**config.mk**
```make
export PLATFORM = sky130hd
export DESIGN_NAME = ln_vec_streamer
export DESIGN_NICKNAME = d
export VERILOG_FILES = /design/src/rtl/ln_vec_streamer.sv
export SDC_FILE = /design/constraint.sdc
export NUM_CORES = 1
export LEC_CHECK = 0
export ABC_AREA = 1
export CORE_ASPECT_RATIO = 1.1
export CORE_UTILIZATION = 55
export CTS_BUF_LIST = sky130_fd_sc_hd__clkbuf_4 sky130_fd_sc_hd__clkbuf_8
export CTS_CLUSTER_DIAMETER = 150
export CTS_CLUSTER_SIZE = 14
export DETAILED_ROUTE_END_ITERATION = 8
export PLACE_DENSITY_LB_ADDON = 0.2
export SLEW_MARGIN = 40
export SYNTH_ARGS = -nofsm -noshare
export SYNTH_HDL_FRONTEND = slang
export SYNTH_SLANG_ARGS = --single-unit
```
**constraint.sdc**
```tcl
create_clock -name i_clk -period 3.9 [get_ports i_clk]
set_input_delay 0.585 -clock i_clk [delete_from_list [all_inputs] [get_ports i_clk]]
set_output_delay 0.585 -clock i_clk [all_outputs]
set_load 0.03 [all_outputs]
```
**src/rtl/ln_vec_streamer.sv**
```systemverilog
// ln_vec_streamer
//   Source/replay engine for the LayerNorm mean path. Holds one token vector,
//   streams it to the Ex (mean) unit, captures the returned mean, then replays
//   the same vector as mean-centred values x - E[x].
//
// Ports
//   i_clk        clock, rising edge
//   i_rst        asynchronous active-high reset
//   i_wr_en      buffer write strobe (honoured in IDLE only)
//   i_wr_addr    buffer write index (indices >= N_ELEM are dropped)
//   i_wr_data    signed element to store
//   i_start      begin one stream/replay sequence (honoured in IDLE only)
//   i_ex_done    done strobe from the Ex unit (honoured in WAIT_EX only)
//   i_ex         signed mean from the Ex unit, valid with i_ex_done
//   o_valid      element valid to the Ex unit
//   o_x          signed element to the Ex unit
//   o_c_valid    centred value valid
//   o_centered   signed x - mean, full precision
//   o_mean       captured mean, held until next capture or reset
//   o_busy       high whenever the sequencer is not idle
//   o_done       one-cycle pulse at sequence end
//   o_err        one-cycle pulse when the Ex unit times out
module ln_vec_streamer #(
    parameter int N_ELEM  = 8,
    parameter int DATA_W  = 8,
    parameter int TIMEOUT = 64
) (
    input  logic                        i_clk,
    input  logic                        i_rst,
    input  logic                        i_wr_en,
    input  logic [$clog2(N_ELEM)-1:0]   i_wr_addr,
    input  logic signed [DATA_W-1:0]    i_wr_data,
    input  logic                        i_start,
    input  logic                        i_ex_done,
    input  logic signed [DATA_W:0]      i_ex,
    output logic                        o_valid,
    output logic signed [DATA_W-1:0]    o_x,
    output logic                        o_c_valid,
    output logic signed [DATA_W+1:0]    o_centered,
    output logic signed [DATA_W:0]      o_mean,
    output logic                        o_busy,
    output logic                        o_done,
    output logic                        o_err
);

    localparam int AW  = $clog2(N_ELEM);
    localparam int CW  = $clog2(N_ELEM + 1);   // index counts up to N_ELEM inclusive
    localparam int TW  = $clog2(TIMEOUT + 1);
    localparam int CXW = DATA_W + 2;

    typedef enum logic [2:0] {
        IDLE,
        STREAM,
        WAIT_EX,
        REPLAY,
        DONE
    } state_t;

    state_t                   state_q;
    logic [CW-1:0]            idx_q;
    logic [TW-1:0]            wcnt_q;
    logic signed [DATA_W-1:0] buf_q [N_ELEM];

    logic                     valid_q;
    logic signed [DATA_W-1:0] x_q;
    logic                     c_valid_q;
    logic signed [CXW-1:0]    cent_q;
    logic signed [DATA_W:0]   mean_q;
    logic                     busy_q;
    logic                     done_q;
    logic                     err_q;

    logic                     wr_ok_d;
    logic signed [DATA_W-1:0] first_d;
    logic signed [DATA_W-1:0] rd_d;
    logic signed [CXW-1:0]    cent_first_d;
    logic signed [CXW-1:0]    cent_d;
    logic                     idx_end_d;
    logic                     tmo_d;

    always_comb begin
        wr_ok_d      = i_wr_en && (int'(i_wr_addr) < N_ELEM);
        // A write landing on element 0 in the start cycle must be seen by the
        // very first streamed element, so forward it around the buffer.
        first_d      = (wr_ok_d && (i_wr_addr == '0)) ? i_wr_data : buf_q[0];
        rd_d         = buf_q[idx_q[AW-1:0]];
        // First centred value uses the mean arriving this cycle, since mean_q
        // is only being loaded on the same edge.
        cent_first_d = {{2{buf_q[0][DATA_W-1]}}, buf_q[0]} - {i_ex[DATA_W], i_ex};
        cent_d       = {{2{rd_d[DATA_W-1]}}, rd_d} - {mean_q[DATA_W], mean_q};
        idx_end_d    = (idx_q == CW'(N_ELEM));
        tmo_d        = (wcnt_q == TW'(TIMEOUT - 1));
    end

    always_ff @(posedge i_clk or posedge i_rst) begin
        if (i_rst) begin
            state_q   <= IDLE;
            idx_q     <= '0;
            wcnt_q    <= '0;
            for (int i = 0; i < N_ELEM; i++) buf_q[i] <= '0;
            valid_q   <= 1'b0;
            x_q       <= '0;
            c_valid_q <= 1'b0;
            cent_q    <= '0;
            mean_q    <= '0;
            busy_q    <= 1'b0;
            done_q    <= 1'b0;
            err_q     <= 1'b0;
        end else begin
            done_q <= 1'b0;
            err_q  <= 1'b0;
            case (state_q)
                IDLE: begin
                    if (wr_ok_d) buf_q[i_wr_addr] <= i_wr_data;
                    if (i_start) begin
                        state_q <= STREAM;
                        valid_q <= 1'b1;
                        x_q     <= first_d;
                        idx_q   <= CW'(1);
                        busy_q  <= 1'b1;
                    end
                end
                STREAM: begin
                    if (!idx_end_d) begin
                        valid_q <= 1'b1;
                        x_q     <= rd_d;
                        idx_q   <= idx_q + CW'(1);
                    end else begin
                        valid_q <= 1'b0;
                        wcnt_q  <= '0;
                        state_q <= WAIT_EX;
                    end
                end
                WAIT_EX: begin
                    // Done on the final counted cycle still wins over timeout.
                    if (i_ex_done) begin
                        mean_q    <= i_ex;
                        c_valid_q <= 1'b1;
                        cent_q    <= cent_first_d;
                        idx_q     <= CW'(1);
                        state_q   <= REPLAY;
                    end else if (tmo_d) begin
                        err_q   <= 1'b1;
                        busy_q  <= 1'b0;
                        state_q <= IDLE;
                    end else begin
                        wcnt_q <= wcnt_q + TW'(1);
                    end
                end
                REPLAY: begin
                    if (!idx_end_d) begin
                        c_valid_q <= 1'b1;
                        cent_q    <= cent_d;
                        idx_q     <= idx_q + CW'(1);
                    end else begin
                        c_valid_q <= 1'b0;
                        done_q    <= 1'b1;
                        state_q   <= DONE;
                    end
                end
                DONE: begin
                    busy_q  <= 1'b0;
                    state_q <= IDLE;
                end
                default: begin
                    busy_q  <= 1'b0;
                    state_q <= IDLE;
                end
            endcase
        end
    end

    assign o_valid    = valid_q;
    assign o_x        = x_q;
    assign o_c_valid  = c_valid_q;
    assign o_centered = cent_q;
    assign o_mean     = mean_q;
    assign o_busy     = busy_q;
    assign o_done     = done_q;
    assign o_err      = err_q;

endmodule

```
-- After elaboration in Yosys (flattened, before gate mapping)
Index checks and enable logic that the tools add are counted.
- add/sub/neg operators: 4
- order comparisons: 3
- eq/ne operators: 16
- muxes and demuxes: 40
- bitwise gates (word level): 3
- reduce and logical (&&, ||, !) cells: 19
- operators with widths (kind ; count):
    $bwmux W64 ; 1
    $mux W8 ; 6
    $bmux W8 S3 ; 1
    $demux W8 S3 ; 1
    $mux W7 ; 3
    $mux W10 ; 2
    $ne A2 B2 Y1 const B ; 10
    $pmux W10 S2 ; 1
    $sub A8 B9 Y10 ; 2
    $pmux W8 S2 ; 1
    $reduce_and A4 Y1 ; 4
    $mux W3 ; 5
    $pmux W7 S2 ; 1
    $mux W4 ; 3
    $pmux W3 S4 ; 1
    $pmux W4 S3 ; 1
    $mux W1 ; 10
    $ge A4 B4 Y1 const B ; 2
    $not A3 Y4 ; 2
    $reduce_and A2 Y1 ; 4
    $add A7 B1 Y7 const B ; 1
    $eq A7 B6 Y1 const B ; 1
    $eq A3 B2 Y1 const B ; 2
    $logic_not A3 Y1 ; 2
    13 further kinds ; 18
- flip-flop bits (word level): 110
- output and inout port bits: 32
- word-level logic and storage cells: 104

-- Depth between registers and ports, before layout
Gate-level depths: netlist of run 1.
- word-level depth: 7
- gate-level depth with buffers: 19

-- Worst setup path after synthesis of run 1
Ideal clock, no wire load.
- path type: register to register
- start point: register idx_q[0]
- end point: register cent_q[8] (netlist: o_centered[8])
- data arrival time: 2451 ps
- data required time: 3783 ps
- path slack: 1332 ps
- cell stages (with the launch flop): 20
- path buffers: 3
- clock period less this slack: 2568 ps
- cell sequence: dfrtp_1 buf_2 buf_2 buf_2 nand2_1 o211ai_1 nand2_1 nand2_1 nand2_1 inv_1 ha_1 fa_1 o21ai_0 nand2_1 nand2_1 nand2_1 nand3_1 nand2_1 nand2_1 nand2_1
- word-level cells in the longest chain between the ends: 7
- RTL lines (element ; line ; source):
    start: declaration ; 60 ; logic [CW-1:0] idx_q;
    start signal: assignment ; 127 ; idx_q <= idx_q + CW'(1);
    start signal: assignment ; 154 ; idx_q <= idx_q + CW'(1);
    $not A3 Y4 (not written as such) ; 86 ; rd_d = buf_q[idx_q[AW-1:0]];
    $bmux W8 S3 ; 86 ;
    $mux W8 (not written as such) (2 in series) ; 86 ;
    $sub A8 B9 Y10 ; 90 ; cent_d = {{2{rd_d[DATA_W-1]}}, rd_d} - {mean_q[DATA_W], mean_q};
    $mux W10 ; 151 ; if (!idx_end_d) begin
    $pmux W10 S2 ; 112 ; case (state_q)
    end signal: assignment ; 139 ; cent_q <= cent_first_d;
    end signal: assignment ; 153 ; cent_q <= cent_d;
    end: declaration ; 67 ; logic signed [CXW-1:0] cent_q;
Parallel ways exist; a longest one is shown, timed or not. The select of a mux whose other input is x is not followed.
A chain may end at the register's enable or synchronous reset.

-- Worst setup path after layout of run 1
Ends and elaborated chain as after synthesis.

==> impl_results.md, run 1 <==
* Total GRT Usage at 28.2%
* Top post-synthesis cells by area: dfrtp_1 44%, nand2_1 12%, o21ai_0 9.4%
* Starting Density at 56.6%
* Cell variety after synth at 37
* RSZ-0062 raised after global routing: false
* P_leak at 0.00335 uW
* Worst Setup Start Kind: flop
* DR vias/cell at 5.45
* Worst Tran Pin Value at 0.696 ns
* HPWL after detailed placement at 11.4 mm
* H-Tree Depth at 3
* Routed wire length at 15.3 mm
* Worst Path Arrival at 3.33 ns
* Wire per inst at 15.2 um
* Largest family of logic cells by synthesized area: simple AND/OR/NAND/NOR gates
* Pwr Total at 6380 uW
* GPL Wtd Cong at 0.919
* Max VDD drop at 0.388 mV
* I/O Pins at 57
* Final ANT Viol Nets at 0
* Initial antenna violation count at 0
* Post-synthesis compound-gate area fraction at 17.0%
* Area occupied by multi-input gates at 2940 um^2
* Worst setup path category: flop to flop
* Outcome: finished clean
* Synthesized cell area at 6210 um^2
* Synth warnings at 0
* Multiplexer share of the synthesized area at 0%
* EDFF count, synth at 0
* Pre-Repair DR Iteration Count at 7
* Die X-Extent at 103 um
* Area Overhead vs Synth at 13.3%
* Global-route wire length before repair at 25.2 mm
* Clk slew on worst S/H paths at 0.11 ns
* Peak Freq at 328 MHz
* Cells after DPL at 986
* Commonest non-fill, non-tap cells in the layout: 205 x nand2_1, 117 x o21ai_0, 110 x dfrtp_1
* Post-route cell area at 7030 um^2
* Number of global-route vias before repair at 5,197
* Number of DRC markers after the initial detailed-route iteration at 330
* Clk Latency, worst-skew pair at 0.39 ns
* Final setup TNS at 0 ns
* Cells after Synth at 808
* Final Skew at 0.0169 ns
* Clock period minus worst slack at 3.05 ns
* Layout cells sized above 1 at 6.99%
* CTS tree: done
* CTS sink count at 110
* Rows at 40
* Register area at 2750 um^2
* CP endpoint kind: flop
* Xor/xnor share of the synthesized area at 1.27%
* Root Buffer Master: clkbuf_8
* Asr flop ratio synth at 100%
* Clock buffer count from CTS at 9
* Hold Violations, Final at 0
* Final std cells w/o fill at 1,005
* Max Cap Violations at 0
* Placed inst area at 6840 um^2
* Final setup violation count at 0
* GRT overflow at 0
* Synthesis-stage register bit count at 110
* DR vias at 5,481
* Period Utilization, post-route at 78.2%
* Synth Area in Simple Gates at 24.2%
* Worst hold slack at 0.480 ns
* Postcts setup bufs at 0
* FILL cells at 924
* Ys flop type: dfrtp_1
* Final nets at 901
* Mean Syn Cell Area at 7.68 um^2
* Post-CTS sizing at 0
* Die height at 113 um
* Area fraction of the dominant cell type after synthesis at 44.4%
* Inserted Diodes at 0
* Clock Tree Buf Depth at 2
* PortBufs at 56
* Slew HR at 53.6%
* Adder and majority gate portion of the synthesized area at 4.88%
* PD cells at 907 nW/um^2
* Slew Limit Fails at 0
* Largest net degree at the start of global routing at 111
* Worst Path Required at 4.18 ns
* Hold Crit Class: flop to flop
* Most common cell after layout, fill and taps aside: nand2_1
* Synth Net Count at 856
* Core Area at 11,000 um^2
* Hold-fix buffers at CTS at 0
* Sequential fraction of the synthesis area at 44.4%
* Die area at 11,700 um^2
* CP Max Fanout at 40
* Drt drc at 0
* Post-synth top area cell: dfrtp_1
-- flip-flops by register name, indices dropped and copies added (netlist names), 3 cells and up --
signal / flops
buf_q: 64
o_centered: 10
o_mean: 9
o_x: 8
wcnt_q: 7
idx_q: 4
state_q: 3
-- layer usage --
layer	GRT usage, %	vias up	part of all wire [%]
li1	-	2704	-
met1	37.1	2585	44
met2	46.1	162	49
met3	4.90	30	5.1
met4	11.2	0	2.5
met5	0	-	0
-- layout make-up --
cell class | count | share of cell area [%]
well taps | 147 | 2.62
clock inverters | 5 | 0.481
inverters | 95 | 5.18
repair buffers | 62 | 8.79
flip-flops and latches | 110 | 39.2
multi-input cells | 575 | 41.8
clock buffers | 11 | 1.98
-- final timing paths --
check,start,to,slack (ns),cells past startpoint
worst max-delay path,idx_q[0]$_DFFE_PP0P_,o_centered[8]$_DFFE_PP0P_,0.85,15
worst min-delay path,o_centered[0]$_DFFE_PP0P_,o_centered[0]$_DFFE_PP0P_,0.48,2
worst max register to register,idx_q[0]$_DFFE_PP0P_,o_centered[8]$_DFFE_PP0P_,0.85,15
worst min register to register,o_centered[0]$_DFFE_PP0P_,o_centered[0]$_DFFE_PP0P_,0.48,2
max in group asynchronous,i_rst,o_mean[4]$_DFFE_PP0P_,2.79,3
min in group asynchronous,i_rst,o_mean[6]$_DFFE_PP0P_,0.69,3
-- cell usage after synthesis, types with 4 or more instances --
cell,instances
inv_2,7
o21ai_0,117
buf_2,17
ha_1,21
o21ai_2,8
inv_1,85
clkbuf_1,7
nand3_1,34
a21oi_1,61
nor2_1,78
dfrtp_1,110
nand2_1,205
nand3b_1,4
xor2_1,7
nor2_2,6
o211ai_1,4
-- critical path, cell delays in order, from the launching register on --
cell and delay [ns]:
dfrtp_1 0.57, buf_4 0.40, o21ai_0 0.11, o21ai_0 0.15, nand2_1 0.06, o21ai_0 0.19
inv_1 0.12, fa_1 0.44, o21ai_0 0.44, nand2_1 0.13, nand2_1 0.10, nand2_1 0.05
nand3_1 0.06, nand2_1 0.05, nand2_1 0.05, nand2_1 0.04
-- power by group --
group / total [uW] / internal [uW] / switching (uW)
Combinational: 3740 / 1350 / 2390
Sequential: 2000 / 1660 / 344
Clock: 636 / 247 / 389
Total: 6380 / 3250 / 3130
-- per-stage QoR --
step / utilization, % / worst slack [ns]
floorplan: - / 0.413
global placement: 62.4 / 0.935
detailed placement: 62.4 / 0.880
CTS: 63.9 / 0.891
global route: 64.1 / 0.511
finish: 64.1 / 0.850
-- cell families (layout without fill, tap and decap cells) --
logic type                 after synthesis  count (layout)
and+or+nand+nor                        345             345
AOI/OAI and AO/OA                      198             198
buffers and inverters                  123             173
DFF                                    110             110
adders and majority gates               23              23
xor gates and xnor gates                 9               9
(Power assumes the default switching activity.)
==> run 2: changes to the inputs <==
--- a/config.mk
+++ b/config.mk
@@ -7,7 +7,7 @@
 export LEC_CHECK = 0
 export ABC_AREA = 1
 export CORE_ASPECT_RATIO = 1.1
-export CORE_UTILIZATION = 55
+export CORE_UTILIZATION = 54
 export CTS_BUF_LIST = sky130_fd_sc_hd__clkbuf_4 sky130_fd_sc_hd__clkbuf_8
 export CTS_CLUSTER_DIAMETER = 150
 export CTS_CLUSTER_SIZE = 14
==> constraint.sdc (replaced) <==
create_clock -name i_clk -period 2.8 [get_ports i_clk]
set_input_delay 0.42 -clock i_clk [delete_from_list [all_inputs] [get_ports i_clk]]
set_output_delay 0.42 -clock i_clk [all_outputs]
set_load 0.03 [all_outputs]
==> impl_results.md, run 2 (same netlist as run 1, synthesis figures left out) <==
* Outcome: finished clean
* Core Area at 11,100 um^2 (+0.91%)
* CP Max Fanout at 13 (-68%)
* Reg with most FFs: buf_q
* CP endpoint kind: flop
* Max VDD drop at 0.536 mV (+38%)
* PortBufs at 56 (unchanged)
* Worst Tran Pin Value at 0.644 ns (-0.0521 ns)
* Slew Limit Fails at 0 (unchanged)
* Most frequent cell on the critical path: nand2_1
* Hold Crit Class: flop to flop
* Die area at 11,900 um^2 (+1.8%)
* CTS sink count at 110 (unchanged)
* Clk Latency, worst-skew pair at 0.38 ns (about the same)
* Initial antenna violation count at 0 (unchanged)
* Routed wire length at 14.5 mm (-4.7%)
* Clock period minus worst slack at 2.60 ns (-0.445 ns)
* Root Buffer Master: clkbuf_8
* Number of DRC markers after the initial detailed-route iteration at 361 (+9.4%)
* Largest net degree at the start of global routing at 111 (unchanged)
* DR vias at 5,492 (+0.20%)
* Worst setup path category: flop to flop
* Reg-to-reg setup timing slack at 0.20 ns (-0.65 ns)
* Final Skew at 0.0122 ns (-0.00472 ns)
* Number of global-route vias before repair at 5,343 (+2.8%)
* Max Cap Violations at 0 (unchanged)
* GPL Wtd Cong at 0.945 (+2.9%)
* Clock Tree Buf Depth at 2 (unchanged)
* Wire per inst at 14.3 um (-5.7%)
* Period Utilization, post-route at 93.0% (+15 points)
* Postcts setup bufs at 0 (unchanged)
* Inserted Diodes at 0 (unchanged)
* PD cells at 1260 nW/um^2 (+39%)
* DR vias/cell at 5.41 (-0.79%)
* Layout cells sized above 1 at 8.29% (+1.3 points)
* Reg2Reg Launch Point: idx_q[0]$_DFFE_PP0P_
* Final ANT Viol Nets at 0 (unchanged)
* Crit path max-delay cell type: dfrtp_1
* Largest stage delay on the critical path at 0.42 ns (-0.15 ns)
* Pre-Repair DR Iteration Count at 6 (-1)
* CP Cell Sequence: buf_4 > a21oi_1 > o21ai_0 > nand2_1 > nand2_1 > nand2_1 > inv_1 > ha_1 > fa_1 > o21ai_1 > buf_4 > nand2_1 > nand2_1 > nand2_1 > nand3_1 > nand2_1 > nand2_1 > nand2_1
* HPWL after detailed placement at 10.9 mm (-4.0%)
* Clock buffer count from CTS at 9 (unchanged)
* Rows at 40 (unchanged)
* CTS tree: done
* Worst Setup Start Kind: flop
* Worst setup path end: o_centered[6]$_DFFE_PP0P_
* I/O Pins at 57 (unchanged)
* RR Endpoint: o_centered[6]$_DFFE_PP0P_
* Most common cell after layout, fill and taps aside: nand2_1
* Slew HR at 57.0% (+3.4 points)
* Commonest non-fill, non-tap cells in the layout: 205 x nand2_1, 115 x o21ai_0, 109 x dfrtp_1
* P_leak at 0.00340 uW (+1.2%)
* Final nets at 911 (+1.1%)
* Clk slew on worst S/H paths at 0.11 ns (about the same)
* Final setup violation count at 0 (unchanged)
* Starting Density at 56.1% (-0.51 points)
* Die height at 114 um (+0.90%)
* Final setup TNS at 0 ns (unchanged)
* H-Tree Depth at 3 (unchanged)
* Max reg flops at 64 (unchanged)
* Drt drc at 0 (unchanged)
* Worst Path Required at 3.08 ns (-1.10 ns)
* Worst Path Arrival at 2.89 ns (-0.44 ns)
* Hold Violations, Final at 0 (unchanged)
* GRT overflow at 0 (unchanged)
* Hold-fix buffers at CTS at 0 (unchanged)
* Global-route wire length before repair at 25.2 mm (+0.14%)
* RSZ-0062 raised after global routing: false
* Die X-Extent at 104 um (+0.91%)
* Peak Freq at 384 MHz (+17%)
* Worst hold slack at 0.485 ns (+0.00468 ns)
* Worst hold path cell count at 2 (unchanged)
* Worst Setup SP: idx_q[0]$_DFFE_PP0P_
* Total GRT Usage at 26.4% (-1.8 points)
* Area Overhead vs Synth at 14.8%
* R2R depth at 18 (+3)
-- run 2: cell count changes in the layout (fill, tap and decap cells not counted), moves of 2 or more --
| cell | before | now |
|---|---|---|
| buf_4 | 5 | 14 |
| clkbuf_4 | 2 | 0 |
| clkinvlp_4 | 2 | 4 |
| o21ai_0 | 117 | 115 |
| o21ai_1 | 0 | 2 |
-- run 2: power by group --
part           internal, uW  leakage (uW)  total, uW  switching (uW)
Combinational          2000       0.00198       5330            3330
Clock                   333     0.0000838        907             574
Sequential             2310       0.00133       2740             431
-- run 2: per-layer routing --
layer / vias to the layer above / global-route usage, % / part of all wire (%)
met3: 26 / 3.93 / 4.6
met4: 0 / 8.86 / 2.0
met1: 2573 / 34.6 / 45
met2: 169 / 45.1 / 49
met5: - / 0 / 0
li1: 2724 / - / -
-- run 2: cell type report --
class,instances,area [um^2]
clock buffer,9,124
clock inverter,7,56.3
inverter,95,365
sequential,110,2750
timing repair buffer,72,697
multi-input combinational,575,2940
tap,147,184
fill,929,3940
-- run 2: critical path: cells and delay by family (launching register included) --
family	cells	cell delay, ns
adders and majority gates	2	0.63
and+or+nand+nor	10	0.66
AOI/OAI and AO/OA	3	0.41
DFF	1	0.42
buffers and inverters	3	0.40
-- run 2: timing repair --
item	CTS	global route
resized for setup	0	5
endpoints found under the hold margin	0	0
endpoints found under the setup margin	0	5
-- run 2: how the worst min path moves through the flow --
stage | startpoint | to | slack (ns)
finish | o_centered[7]$_DFFE_PP0P_ | o_centered[7]$_DFFE_PP0P_ | 0.48
global route | o_centered[7]$_DFFE_PP0P_ | o_centered[7]$_DFFE_PP0P_ | 0.53
CTS | o_centered[7]$_DFFE_PP0P_ | o_centered[7]$_DFFE_PP0P_ | 0.49
detailed placement | o_centered[7]$_DFFE_PP0P_ | o_centered[7]$_DFFE_PP0P_ | 0.47
global placement | o_centered[1]$_DFFE_PP0P_ | o_centered[1]$_DFFE_PP0P_ | 0.46
floorplan | buf_q[56]$_DFFE_PP0P_ | buf_q[56]$_DFFE_PP0P_ | 0.47
-- run 2: metrics by stage --
step                      util (%)  area [um^2]  instances  worst slack (ns)  power (uW)
after global placement        62.7         6930        999             0.260        7810
after floorplan                  -         6210        808             0.232        6470
after CTS                     64.3         7110       1015             0.155        8920
after global routing          64.4         7120       1015            0.0141        9840
final                         64.4         7120       1015             0.196        8970
after detailed placement      62.7         6930        999             0.161        7990
